===== config.mk =====
export PLATFORM = sky130hd
export DESIGN_NAME = and_gate_sequencer
export DESIGN_NICKNAME = d
export VERILOG_FILES = /design/src/rtl/and_gate_sequencer.sv
export SDC_FILE = /design/constraint.sdc
export NUM_CORES = 1
export LEC_CHECK = 0
export CAP_MARGIN = 20
export CORE_MARGIN = 2
export CORE_UTILIZATION = 45
export CTS_CLUSTER_SIZE = 20
export DETAILED_ROUTE_END_ITERATION = 10
export GPL_TIMING_DRIVEN = 1
export MAX_ROUTING_LAYER = met4
export PLACE_DENSITY = 0.66
export SLEW_MARGIN = 20
export SYNTH_ARGS = -nofsm -noshare
export SYNTH_HDL_FRONTEND = slang
export SYNTH_SLANG_ARGS = --single-unit

===== constraint.sdc =====
create_clock -name clk -period 4.9 [get_ports clk]
set_input_delay 1.225 -clock clk [delete_from_list [all_inputs] [get_ports clk]]
set_output_delay 1.225 -clock clk [all_outputs]
set_load 0.05 [all_outputs]

===== src/rtl/and_gate_sequencer.sv =====
// rtl/and_gate_sequencer.sv - truth-table self-test controller for a 2-input and_gate
module and_gate_sequencer #(
    parameter int SETTLE_CYCLES = 2,
    parameter int DWELL_CYCLES  = 50_000_000
) (
    input  logic       clk,
    input  logic       rst_n,
    input  logic       start,
    input  logic       abort,
    input  logic       gate_f,
    output logic       gate_a,
    output logic       gate_b,
    output logic [1:0] vec_idx,
    output logic       busy,
    output logic       done,
    output logic       pass,
    output logic       fail,
    output logic [3:0] err_mask
);

    localparam int CNT_MAX = (SETTLE_CYCLES > DWELL_CYCLES) ? SETTLE_CYCLES : DWELL_CYCLES;
    localparam int CW      = $clog2(CNT_MAX + 1);

    localparam logic [CW-1:0] SETTLE_LAST = CW'(SETTLE_CYCLES - 1);
    localparam logic [CW-1:0] DWELL_LAST  = CW'(DWELL_CYCLES - 1);

    typedef enum logic [2:0] {
        ST_IDLE,
        ST_APPLY,
        ST_SETTLE,
        ST_SAMPLE,
        ST_DWELL,
        ST_DONE
    } state_t;

    state_t        state;
    logic [CW-1:0] cnt;
    logic          start_q;
    logic          start_rise;

    assign start_rise = start & ~start_q;

    // Remember last start level so a held button only triggers once
    always_ff @(posedge clk or negedge rst_n) begin
        if (!rst_n) begin
            start_q <= 1'b0;
        end else begin
            start_q <= start;
        end
    end

    // Sequencer: walk vectors 00..11, settle, compare F, dwell, then report
    always_ff @(posedge clk or negedge rst_n) begin
        if (!rst_n) begin
            state    <= ST_IDLE;
            cnt      <= '0;
            gate_a   <= 1'b0;
            gate_b   <= 1'b0;
            vec_idx  <= 2'd0;
            busy     <= 1'b0;
            done     <= 1'b0;
            pass     <= 1'b0;
            fail     <= 1'b0;
            err_mask <= 4'd0;
        end else if (abort) begin
            // Abort wins over everything, including a simultaneous start edge
            state    <= ST_IDLE;
            cnt      <= '0;
            gate_a   <= 1'b0;
            gate_b   <= 1'b0;
            vec_idx  <= 2'd0;
            busy     <= 1'b0;
            done     <= 1'b0;
            pass     <= 1'b0;
            fail     <= 1'b0;
            err_mask <= 4'd0;
        end else begin
            case (state)
                ST_IDLE, ST_DONE: begin
                    if (start_rise) begin
                        // Gate inputs and busy are set on entry to APPLY of vector 0
                        state    <= ST_APPLY;
                        vec_idx  <= 2'd0;
                        gate_a   <= 1'b0;
                        gate_b   <= 1'b0;
                        busy     <= 1'b1;
                        err_mask <= 4'd0;
                        done     <= 1'b0;
                        pass     <= 1'b0;
                        fail     <= 1'b0;
                    end
                end
                ST_APPLY: begin
                    cnt   <= '0;
                    state <= ST_SETTLE;
                end
                ST_SETTLE: begin
                    if (cnt == SETTLE_LAST) begin
                        state <= ST_SAMPLE;
                    end else begin
                        cnt <= cnt + CW'(1);
                    end
                end
                ST_SAMPLE: begin
                    if (gate_f != (gate_a & gate_b)) begin
                        err_mask[vec_idx] <= 1'b1;
                    end
                    cnt   <= '0;
                    state <= ST_DWELL;
                end
                ST_DWELL: begin
                    if (cnt != DWELL_LAST) begin
                        cnt <= cnt + CW'(1);
                    end else if (vec_idx == 2'd3) begin
                        // err_mask is already final here: the last SAMPLE preceded this dwell
                        state  <= ST_DONE;
                        busy   <= 1'b0;
                        done   <= 1'b1;
                        pass   <= ~|err_mask;
                        fail   <= |err_mask;
                        gate_a <= 1'b0;
                        gate_b <= 1'b0;
                    end else begin
                        state   <= ST_APPLY;
                        vec_idx <= vec_idx + 2'd1;
                        {gate_a, gate_b} <= vec_idx + 2'd1;
                    end
                end
                default: begin
                    state <= ST_IDLE;
                end
            endcase
        end
    end

endmodule

# Yosys cells after proc, flatten, opt, wreduce, memory -nomap -nowiden
# Cells that the tools add are included.
# word_totals
ff_bits,42
elab_cells,98
in_bits,5
# op_classes
bitwise_logic,4
order_cmp,2
muxes,47
n_eq_ne,17
addsub,2
reduce_logical,15
# op_table
operator,n
$mux 26,3
$pmux 26 s3,1
$add 26x1->26 const B,1
$eq 26x1->1 const B,1
$ne 26x26->1 const B,1
$ne 3x3->1 const B,8
$mux 1,21
$mux 3,5
$pmux 3 s5,1
$mux 4,3
$pmux 1 s2,6
$reduce_and 3->1,4
$mux 2,4
$pmux 4 s2,1
$reduce_and 4->1,2
$eq 3x2->1 const B,2
$eq 3x3->1 const B,2
$reduce_bool 3->1,2
$or 4x4->4,1
$pmux 2 s2,1
$reduce_bool 4->1,1
$reduce_or 2->1,2
$reduce_or 4->1,1
$eq 3x1->1 const B,1
11 further kinds,12

# Depth between registers and ports, before layout
# depth
depth_word,8
mapped_depth,7
ltp_nobuf,6

# Least setup slack after synthesis
# OpenSTA, ideal clock, no wires.
# synth_timing
path_kind,input -> register
start,in abort
end,reg cnt[23]
slack_ns,2.429
arrival_ns,2.384
stages,5
path_buffers,1
setup_ns,0.087
path_cell_list,nor3_1 -> a21boi_1 -> clkbuf_1 -> o21ai_0 -> a22oi_1
# synth_between
elab_chain_cells,2
# synth_lines
element,line_no,source
start: declaration,9,"input logic abort,"
$ne 3x3->1 (no line) / $reduce_bool 4->1 (equally long branches),-,
$reduce_and 3->1 (no line),-,
end signal: assignment,101,cnt <= cnt + CW'(1);
end signal: assignment,113,cnt <= cnt + CW'(1);
end: declaration,37,logic [CW-1:0] cnt;
# Several ways; a longest one is shown, not always the timed one.
# A chain may end at the register's enable or synchronous reset.

# Final worst setup path
# layout_timing
start,in abort
end,reg cnt[19]
# The elaborated chain is that of the path after synthesis.

==> metrics <==
Post-synth top flop dfrtp_1; final setup skew approximately 0.007 ns; status finished clean; Residual DRC 0; share of cells above drive strength 1 between 6 and 7%; H-tree depth reported by CTS 2; first-pass GRT wire length roughly 11000 um; Synth top area share roughly two fifths; WL per Instance 17.52 um; critical path's most frequent cell buf_4; crit path DAT approximately 3.2 ns; Synth area leader dfrtp_1; die width between 80 and 90 um; core area roughly 5800 sq um; Vert. Die Dim just over 80 um; Clk pin slew, worst setup/hold paths approximately 0.080 ns; Area Overhead vs Synth 11.43%; Slew @ Worst Pin 1.120 ns; vias 2432; total CTS buffers 5; cell total after placement between 300 and 400; setup ws final around 1.8 ns; most area-consuming cells after synthesis dfrtp_1 (39%), nand3_1 (4.5%), nand4_1 (3.5%); critical-path cell list clkdlybuf4s50_1, buf_4, nor3_1, a21boi_1, buf_4, nor2_1, o22ai_1; Post-CTS Setup Bufs 0; clk sinks 42; Synth Instances 309; crit path launch type primary input; Syn Nets between 300 and 400; initial antenna violation count 0; final hold violation count 0; leakage power 1.166 nW; Bufs and invs on worst path 3; Root Buffer clkbuf_8; Die ar. roughly 6600 sq um; fin nets roughly 330; fin cells about 400; met1 Track Usage GR between 30 and 40%; number of max-cap violations 0; Max transition margin ~25%; Setup CP Type in2reg; final instance area 2977 sq um; busiest grt layer met2; Netlist Area Pre-Place ~2700 sq um; post-synthesis average cell area a little under 9 sq um; initial DRC count 115; FFs w/ async S/R, synth 100.0%; highest clock rate around 0.32 GHz; Hold/Removal Path Class reg2reg; CP max stage delay about 0.65 ns; Setup-failing EPs final 0; Synth Register Bits 42; hpwl dp roughly 4700 um; hold_buf cts 0; Seq/Total Area, Yosys between 30% and 40%; Port Buffers 16; slowest cell on the critical path nor2_1; CTS tree done; Max clock buf depth 2; total track usage 23.13%; CP required ~5 ns; Synth cell types 50; worst-skew pair later-pin latency approximately 0.30 ns; Initial Util 45.93%; largest net degree at the start of global routing between 40 and 50; xor/xnor share of the synthesized area 0.6557%; adder-cell share of the synthesized area about 2.8%; PostCTS Resize Cnt 0; Via-to-Cell Ratio around 6.3; simple-gate share of the synthesized area 26.65%; Synth Area in Compound Gates between 20 and 25%; Max VDD drop between 150 and 200 uV; crit end category flop; fin. max-slew vios 0; mux share of post-synthesis cell area 2.623%; Final Wtd Congestion 0.9135; top post-synthesis cells by count dfrtp_1 (42), nand3_1 (24), nor2_1 (20); top cell family by delay on the critical path buffers and inverters; M2 GR Usage between 30% and 40%; router iterations before antenna repair 4; Tot Pwr 926.4 uW; CP Max Fanout 22; met3 GRT Util approximately 3.8%; I/O pin count 17; ANT cells 0; RSZ-0062 raised after global routing false; fin crit share 63.00%; Place WS about 1.5 ns; final WL 6815 um; PD cells just over 300 nW/um^2; most frequent cell after synthesis dfrtp_1; vias in the first global route between 2000 and 2500; setup_tns 0 ns; ANT nets after route 0; global route overflow 0; EDFF count, synth 0; Ys Warns 0; combinational family with the most area after synthesis simple AND/OR/NAND/NOR gates; FP Rows 28; Area after DPL 2864 sq um; post-layout min period between 3 and 4 ns
==> layer usage <==
layer,vias to the layer above,share of wire (%)
met4,0,2.6
met5,-,0
met1,1160,47
li1,1172,-
met3,15,5.2
met2,85,46
==> flip-flops by register name (all words and copies together), names as in the netlist <==
signal	flops
busy	1
state	3
pass	1
gate_a	1
done	1
vec_idx	2
cnt	26
gate_b	1
start_q	1
err_mask	4
fail	1
==> where the power goes <==
group | internal [mW] | switching (mW)
sequential | 0.361 | 0.0299
clock | 0.163 | 0.125
combinational | 0.0883 | 0.159
==> cell families after synthesis <==
group | Yosys count
AOI/OAI and AO/OA | 84
xor gates and xnor gates | 2
adders and majority gates | 6
buffers and inverters | 40
DFF | 42
muxes | 7
and+or+nand+nor | 128
==> stage by stage <==
stage | utilization [%] | hold slack, ns
global placement | 49.25 | 0.4927
CTS | 51.18 | 0.5237
detailed placement | 49.25 | 0.5037
floorplan | - | 0.4774
finish | 51.18 | 0.5145
global route | 51.18 | 0.5388
==> layout make-up <==
class	count	area (sq um)
fill	572	2839
multi-input combinational	227	1463
sequential	42	1051
timing repair buffer	21	192.7
tap	75	93.84
clock buffer	6	82.58
inverter	17	63.81
clock inverter	1	30.03
==> cell usage in the layout (no fill, tap or decap), types with 4 or more instances in the layout <==
master,synthesis,final
nand2b_1,8,8
dfrtp_1,42,42
o22ai_1,8,8
nor4_1,8,8
and4_1,4,4
and3_1,6,6
o21ai_0,18,18
a31oi_1,4,4
nor2_1,20,20
inv_1,17,17
o31ai_1,4,4
nor3_1,9,9
buf_4,0,5
a21oi_1,14,14
nand3_1,24,24
nand2_1,11,11
mux2i_1,7,7
clkbuf_8,0,6
clkdlybuf4s50_1,0,15
ha_1,6,6
and2_1,6,6
a22oi_1,9,9
nand4_1,15,15
a22o_1,7,7
==> worst paths after layout <==
check                                      endpoint  cells after the start  slack [ns]                 from
worst min register to register     done$_DFFE_PN0P_                      1        0.51     done$_DFFE_PN0P_
min in group asynchronous        gate_b$_DFFE_PN0P_                      1        1.07                rst_n
worst max-delay path            cnt[19]$_DFFE_PN0P_                      7        1.81                abort
worst max register to register  cnt[19]$_DFFE_PN0P_                      5        2.19  cnt[22]$_DFFE_PN0P_
worst min-delay path               done$_DFFE_PN0P_                      1        0.51     done$_DFFE_PN0P_
max in group asynchronous        cnt[7]$_DFFE_PN0P_                      1        3.22                rst_n
Note: power is estimated with default switching activity, not from simulation.
